==> src/rtl/image_stream_proc.sv <==
// ---------------------------------------------------------------------------
// image_stream_proc
//
// Streams one frame out of a word-addressed pixel memory.
// - Rows are read bottom-up.
// - Each beat of PPC pixels goes through a per-pixel point operation
//   (brightness, invert, threshold or pass-through).
// - Results are queued in a 2-entry ready/valid output FIFO.
// - A start-up VSYNC phase precedes the frame, and an HSYNC blanking phase
//   precedes every line.
//
// Ports
//   HCLK, HRESETn        clock, asynchronous active-low reset
//   start                frame request pulse (honoured only when idle)
//   mode, value,
//   threshold            operation select and its operands, latched on start
//   mem_rd, mem_addr     memory read strobe and word address
//   mem_rdata            read data, valid one cycle after mem_rd
//   out_valid/out_ready  output handshake
//   out_data             processed pixels, pixel k in bits [24k+23:24k]
//   out_sof, out_eol     first beat of frame / last beat of line markers
//   VSYNC, HSYNC         start-up and line blanking phases
//   busy, ctrl_done      frame in progress / frame complete pulse
// ---------------------------------------------------------------------------
module image_stream_proc #(
  parameter int WIDTH          = 768,
  parameter int HEIGHT         = 512,
  parameter int PPC            = 2,
  parameter int START_UP_DELAY = 100,
  parameter int HSYNC_DELAY    = 160,
  parameter int ADDR_W         = 20
) (
  input  logic              HCLK,
  input  logic              HRESETn,
  input  logic              start,
  input  logic [2:0]        mode,
  input  logic [7:0]        value,
  input  logic [7:0]        threshold,
  output logic              mem_rd,
  output logic [ADDR_W-1:0] mem_addr,
  input  logic [24*PPC-1:0] mem_rdata,
  output logic              out_valid,
  input  logic              out_ready,
  output logic [24*PPC-1:0] out_data,
  output logic              out_sof,
  output logic              out_eol,
  output logic              VSYNC,
  output logic              HSYNC,
  output logic              busy,
  output logic              ctrl_done
);

  localparam int DW      = 24 * PPC;
  localparam int BEATS   = WIDTH / PPC;
  localparam int COL_W   = (BEATS > 1) ? $clog2(BEATS) : 1;
  localparam int LINE_W  = (HEIGHT > 1) ? $clog2(HEIGHT) : 1;
  localparam int DLY_MAX = (START_UP_DELAY > HSYNC_DELAY) ? START_UP_DELAY : HSYNC_DELAY;
  localparam int DLY_W   = $clog2(DLY_MAX + 1);

  typedef enum logic [2:0] {
    ST_IDLE,
    ST_VSYNC,
    ST_HSYNC,
    ST_DATA,
    ST_DRAIN
  } state_t;

  state_t            r_state;
  state_t            w_next;
  logic [DLY_W-1:0]  r_dly;
  logic [COL_W-1:0]  r_col;
  logic [LINE_W-1:0] r_line;
  logic [2:0]        r_mode;
  logic [7:0]        r_value;
  logic [7:0]        r_thr;
  logic              r_rdPend;
  logic              r_pendSof;
  logic              r_pendEol;

  logic [DW-1:0]     r_fifoData [2];
  logic [1:0]        r_fifoSof;
  logic [1:0]        r_fifoEol;
  logic              r_wrPtr;
  logic              r_rdPtr;
  logic [1:0]        r_fifoCnt;

  logic              w_accept;
  logic              w_rd;
  logic              w_done;
  logic              w_pop;
  logic              w_credit;
  logic [2:0]        w_occ;
  logic              w_lastCol;
  logic              w_lastLine;
  logic [ADDR_W-1:0] w_row;
  logic [ADDR_W-1:0] w_addr;
  logic [DW-1:0]     w_procData;

  // Saturating 8-bit channel arithmetic.
  function automatic logic [7:0] satAdd(input logic [7:0] a, input logic [7:0] b);
    logic [8:0] s;
    s = {1'b0, a} + {1'b0, b};
    return s[8] ? 8'hFF : s[7:0];
  endfunction

  function automatic logic [7:0] satSub(input logic [7:0] a, input logic [7:0] b);
    return (a > b) ? (a - b) : 8'd0;
  endfunction

  // Point operation on one RGB pixel. Gray is floor((R+G+B)/3) from a 10-bit
  // sum; the maximum 765/3 = 255 always fits back into 8 bits.
  function automatic logic [23:0] procPixel(input logic [23:0] px, input logic [2:0] m,
                                            input logic [7:0] v, input logic [7:0] t);
    logic [9:0]  sum;
    logic [7:0]  gray;
    logic [23:0] res;
    sum  = 10'(px[23:16]) + 10'(px[15:8]) + 10'(px[7:0]);
    gray = 8'(sum / 10'd3);
    case (m)
      3'd1:    res = {satAdd(px[23:16], v), satAdd(px[15:8], v), satAdd(px[7:0], v)};
      3'd2:    res = {satSub(px[23:16], v), satSub(px[15:8], v), satSub(px[7:0], v)};
      3'd3:    res = {3{8'd255 - gray}};
      3'd4:    res = (gray > t) ? 24'hFF_FFFF : 24'h00_0000;
      default: res = px;
    endcase
    return res;
  endfunction

  assign w_lastCol  = (r_col == COL_W'(BEATS - 1));
  assign w_lastLine = (r_line == LINE_W'(HEIGHT - 1));
  assign w_accept   = (r_state == ST_IDLE) && start;

  // Bottom-up storage: output line r comes from memory row HEIGHT-1-r.
  assign w_row  = ADDR_W'(HEIGHT - 1) - ADDR_W'(r_line);
  assign w_addr = (w_row * ADDR_W'(BEATS)) + ADDR_W'(r_col);

  assign out_valid = (r_fifoCnt != 2'd0);
  assign w_pop     = out_valid && out_ready;

  // Credit: a beat in flight or in the FIFO holds one of the two slots; a
  // beat leaving this cycle frees its slot, which keeps one read per cycle.
  assign w_occ    = 3'(r_fifoCnt) + 3'(r_rdPend) - 3'(w_pop);
  assign w_credit = (w_occ < 3'd2);

  always_ff @(posedge HCLK or negedge HRESETn) begin
    if (!HRESETn) begin
      r_state <= ST_IDLE;
    end else begin
      r_state <= w_next;
    end
  end

  always_comb begin
    w_next = r_state;
    w_rd   = 1'b0;
    w_done = 1'b0;
    case (r_state)
      ST_IDLE: begin
        if (start) begin
          w_next = ST_VSYNC;
        end
      end
      ST_VSYNC: begin
        if (r_dly == DLY_W'(START_UP_DELAY - 1)) begin
          w_next = ST_HSYNC;
        end
      end
      ST_HSYNC: begin
        if (r_dly == DLY_W'(HSYNC_DELAY - 1)) begin
          w_next = ST_DATA;
        end
      end
      ST_DATA: begin
        if (w_credit) begin
          w_rd = 1'b1;
          if (w_lastCol) begin
            w_next = w_lastLine ? ST_DRAIN : ST_HSYNC;
          end
        end
      end
      ST_DRAIN: begin
        // Last read returned and its beat has been taken by the sink.
        if ((r_fifoCnt == 2'd0) && !r_rdPend) begin
          w_done = 1'b1;
          w_next = ST_IDLE;
        end
      end
      default: begin
        w_next = ST_IDLE;
      end
    endcase
  end

  // Phase delay counter restarts on every state change.
  always_ff @(posedge HCLK or negedge HRESETn) begin
    if (!HRESETn) begin
      r_dly <= '0;
    end else if ((w_next != r_state) || !((r_state == ST_VSYNC) || (r_state == ST_HSYNC))) begin
      r_dly <= '0;
    end else begin
      r_dly <= r_dly + 1'b1;
    end
  end

  // Beat/line position, frame parameters latched at start, and the tags that
  // travel with each read until its data returns.
  always_ff @(posedge HCLK or negedge HRESETn) begin
    if (!HRESETn) begin
      r_col     <= '0;
      r_line    <= '0;
      r_mode    <= '0;
      r_value   <= '0;
      r_thr     <= '0;
      r_rdPend  <= 1'b0;
      r_pendSof <= 1'b0;
      r_pendEol <= 1'b0;
    end else begin
      if (w_accept) begin
        r_col   <= '0;
        r_line  <= '0;
        r_mode  <= mode;
        r_value <= value;
        r_thr   <= threshold;
      end else if (w_rd) begin
        if (w_lastCol) begin
          r_col  <= '0;
          r_line <= w_lastLine ? '0 : (r_line + 1'b1);
        end else begin
          r_col <= r_col + 1'b1;
        end
      end
      r_rdPend  <= w_rd;
      r_pendSof <= w_rd && (r_col == '0) && (r_line == '0);
      r_pendEol <= w_rd && w_lastCol;
    end
  end

  always_comb begin
    w_procData = '0;
    for (int k = 0; k < PPC; k++) begin
      w_procData[24*k +: 24] = procPixel(mem_rdata[24*k +: 24], r_mode, r_value, r_thr);
    end
  end

  // Output FIFO. The credit check guarantees a push never finds it full.
  always_ff @(posedge HCLK or negedge HRESETn) begin
    if (!HRESETn) begin
      r_fifoData[0] <= '0;
      r_fifoData[1] <= '0;
      r_fifoSof     <= '0;
      r_fifoEol     <= '0;
      r_wrPtr       <= 1'b0;
      r_rdPtr       <= 1'b0;
      r_fifoCnt     <= '0;
    end else begin
      if (r_rdPend) begin
        r_fifoData[r_wrPtr] <= w_procData;
        r_fifoSof[r_wrPtr]  <= r_pendSof;
        r_fifoEol[r_wrPtr]  <= r_pendEol;
        r_wrPtr             <= ~r_wrPtr;
      end
      if (w_pop) begin
        r_rdPtr <= ~r_rdPtr;
      end
      r_fifoCnt <= r_fifoCnt + 2'(r_rdPend) - 2'(w_pop);
    end
  end

  assign mem_rd    = w_rd;
  assign mem_addr  = w_rd ? w_addr : '0;
  assign out_data  = out_valid ? r_fifoData[r_rdPtr] : '0;
  assign out_sof   = out_valid && r_fifoSof[r_rdPtr];
  assign out_eol   = out_valid && r_fifoEol[r_rdPtr];
  assign VSYNC     = (r_state == ST_VSYNC);
  assign HSYNC     = (r_state == ST_HSYNC);
  assign busy      = (r_state != ST_IDLE);
  assign ctrl_done = w_done;

endmodule
==> config.mk <==
export PLATFORM = sky130hd
export DESIGN_NAME = image_stream_proc
export DESIGN_NICKNAME = d
export VERILOG_FILES = /design/src/rtl/image_stream_proc.sv
export SDC_FILE = /design/constraint.sdc
export NUM_CORES = 1
export LEC_CHECK = 0
export ABC_AREA = 1
export BUFFER_PORTS_ARGS = -buffer_cell sky130_fd_sc_hd__buf_2
export CAP_MARGIN = 20
export CORE_MARGIN = 2
export CORE_UTILIZATION = 30
export DETAILED_ROUTE_END_ITERATION = 10
export PLACE_DENSITY = 0.48
export SLEW_MARGIN = 15
export SYNTH_ARGS = -nofsm -noshare
export SYNTH_HDL_FRONTEND = slang
export SYNTH_SLANG_ARGS = --single-unit
==> constraint.sdc <==
create_clock -name HCLK -period 3.8 [get_ports HCLK]
set_input_delay 0.38 -clock HCLK [delete_from_list [all_inputs] [get_ports HCLK]]
set_output_delay 0.38 -clock HCLK [all_outputs]
set_load 0.05 [all_outputs]
==> impl_metrics.env <==
export IMPL_status="complete, but fails checks"
export IMPL_violations="negative hold slack, negative setup slack"
export IMPL_die_w_um=222
export IMPL_syn2layout_area_growth_pct=38.6
export IMPL_yosysSeqAreaShare_pct=27.2
export IMPL_hold_buffers=0
export IMPL_grt_pass1_vias=15131
export IMPL_cts_root_buf="clkbuf_16"
export IMPL_ys_async_sr_fraction_pct=100
export IMPL_clkTransAtPathRegs_ns=0.07
export IMPL_grt_overflow=0
export IMPL_drtIter0Drc=1065
export IMPL_grt_usage_pct=22.5
export IMPL_syn_cell_area_um2=14300
export IMPL_die_h_um=222
export IMPL_skew_ns=0.0104
export IMPL_fin_cells=3057
export IMPL_fillers=4772
export IMPL_dpl_worst_slack_ns=-2.42
export IMPL_place_area_um2=17400
export IMPL_final_cell_mix="nand2_1 (439), buf_4 (302), inv_1 (233)"
export IMPL_fmax_mhz=182
export IMPL_setup_viol=96
export IMPL_via_per_inst=4.97
export IMPL_vias=15198
export IMPL_grt_util_met3_pct=3.10
export IMPL_slew_violations=0
export IMPL_drive_gt1_share_pct=31.1
export IMPL_critPathTopFamily="simple AND/OR/NAND/NOR gates"
export IMPL_cts_max_level=4
export IMPL_place_inst=2932
export IMPL_avgRoutedWirePerCell_um=18.2
export IMPL_multiInputGateArea_um2=10200
export IMPL_diodes=0
export IMPL_yosysTopAreaCell="dfrtp_1"
export IMPL_power_density_nw_per_um2=890
export IMPL_portBuffers=145
export IMPL_timing_setup_tns_ns=-143.59
export IMPL_clock_sinks=155
export IMPL_post_dp_hpwl_um=42400
export IMPL_arrival_ns=5.82
export IMPL_min_path_type="in -> async"
export IMPL_avgSynthCellArea_um2=7.07
export IMPL_grtUsageMet1_pct=29.2
export IMPL_critPathMaxStageDelay_ns=0.45
export IMPL_antenna_found_initial=0
export IMPL_grt_pass1_wl_um=85600
export IMPL_hold_slack_ns=-0.0364
export IMPL_synth_seq_cells=155
export IMPL_top_usage_layer="met2"
export IMPL_finalHoldViolations=4
export IMPL_synth_edf_count=0
export IMPL_layout_cells_most_common="nand2_1"
export IMPL_ios=147
export IMPL_synth_area_leaders="dfrtp_1 (27%), ha_1 (13%), nand2_1 (12%)"
export IMPL_initial_core_util_pct=30.5
export IMPL_end_kind="flop"
export IMPL_final_setup_worst_slack_ns=-1.68
export IMPL_path_class="in -> reg"
export IMPL_crit_top_cell="nand2_2"
export IMPL_grt_max_degree=89
export IMPL_drt_antenna_violating_nets=0
export IMPL_drc=0
export IMPL_ys_warn_count=0
export IMPL_finalPower_mw=17.6
export IMPL_worst_pin_slew_ns=0.934
export IMPL_cp_start_kind="primary input"
export IMPL_rows=79
export IMPL_worstPathMaxFanout=3
export IMPL_cts_buffers=17
export IMPL_tritoncts="done"
export IMPL_synth_flop_cell="dfrtp_1"
export IMPL_wirelength_um=55600
export IMPL_cp_num_buf_inv=7
export IMPL_ys_types=54
export IMPL_ir_worst_vdd_uv=662
export IMPL_critPathSlowestCell="fa_1"
export IMPL_syn_nets=2274
export IMPL_use_met2_pct=37.4
export IMPL_min_period_ns=5.48
export IMPL_rsz0062_at_grt="yes"
export IMPL_max_slew_margin_pct=37.6
export IMPL_regArea_um2=3880
export IMPL_synth_top_cell_area_share_pct=27.2
export IMPL_layout_nets=2693
export IMPL_die_area_um2=49300
export IMPL_drtPass1Iterations=5
export IMPL_syn_inst=2018
export IMPL_cp_required_ns=4.14
export IMPL_maxCapViolCount=0
export IMPL_core_um2=46800
export IMPL_final_area_um2=19800
export IMPL_clock_path_buffers=2
export IMPL_p_leak_nw=10.0
export IMPL_min_period_over_period_pct=144
export IMPL_gp_congestion=0.917
export IMPL_clk_latency_ns=0.48
[kinds of logic after synthesis]
group,count (synthesis),share of synthesized area [%]
and+or+nand+nor,815,24.0
AOI/OAI and AO/OA,469,18.5
buffers and inverters,337,8.92
adders and majority gates,185,18.0
DFF,155,27.2
xor gates and xnor gates,56,3.44
other,1,0.0263
[flip-flops by register name, indices dropped and copies added (netlist names), 2 cells and up]
signal      count
r_fifoSof       2
r_line          9
r_col           9
r_dly           8
r_fifoEol       2
r_mode          3
r_value         8
r_state         3
r_thr           8
r_fifoCnt       2
r_fifoData     96
[metrics by stage]
| stage | hold WS (ns) | util (%) |
|---|---|---|
| after CTS | 0.00470 | 41.2 |
| after detailed placement | 0.461 | 37.2 |
| after floorplan | 0.0844 | - |
| after global placement | 0.452 | 37.2 |
| after global routing | 0.0313 | 42.3 |
| final | -0.0364 | 42.3 |
[metal layers]
metal | up-vias | routed length (um)
li1 | 7460 | -
met1 | 7260 | 24800
met2 | 382 | 26300
met3 | 96 | 2340
met4 | 0 | 2070
met5 | - | 0
[cells in the mapped netlist (5+ instances only)]
cell	n
nand2_1	475
inv_1	269
o21ai_0	183
a21oi_1	172
nor2_1	161
dfrtp_1	155
ha_1	152
nand3_1	78
clkbuf_1	51
xor2_1	51
fa_1	33
nor3_1	30
o21bai_1	27
nand4_1	18
nand2_2	15
o31ai_1	12
o22ai_1	10
nor4_1	9
o211ai_1	9
o21ai_1	9
a211oi_1	8
nand3_2	7
nor3b_1	7
o21ai_2	6
a221oi_1	5
or2_2	5
xnor2_1	5
[timing repair]
item / 4_1_cts / 5_1_grt
pin swaps: 51 / 47
gates resized for setup: 202 / 116
endpoints found under the hold margin: 0 / 0
buffers inserted: 87 / 22
setup endpoints to repair: 98 / 107
[worst paths after layout]
check	startpoint	endpoint	slack, ns	cells past startpoint
setup / recovery	mem_rdata[1]	r_fifoData[6]$_DFFE_PN0P_	-1.68	45
hold / removal	HRESETn	r_col[0]$_DFFE_PN0P_	-0.04	1
setup reg to reg	r_value[0]$_DFFE_PN0P_	r_fifoData[1]$_DFFE_PN0P_	0.40	18
hold reg to reg	r_fifoData[17]$_DFFE_PN0P_	r_fifoData[17]$_DFFE_PN0P_	0.48	2
max in group asynchronous	HRESETn	r_fifoData[80]$_DFFE_PN0P_	2.84	2
min in group HCLK	value[0]	r_value[0]$_DFFE_PN0P_	0.10	3
[area by class of cell]
| type | instances | area share, % |
|---|---|---|
| tap | 607 | 3.84 |
| clock buffer | 21 | 2.33 |
| timing repair buffer | 460 | 16.5 |
| sequential | 155 | 19.6 |
| clock inverter | 11 | 0.670 |
| multi-input combinational | 1526 | 51.7 |
| inverter | 277 | 5.41 |
[report_power, final]
part	switching [mW]	internal, mW
Combinational	8.30	5.56
Sequential	0.168	1.79
Clock	0.774	1.01
Total	9.25	8.36
Note: power is estimated with default switching activity, not from simulation.
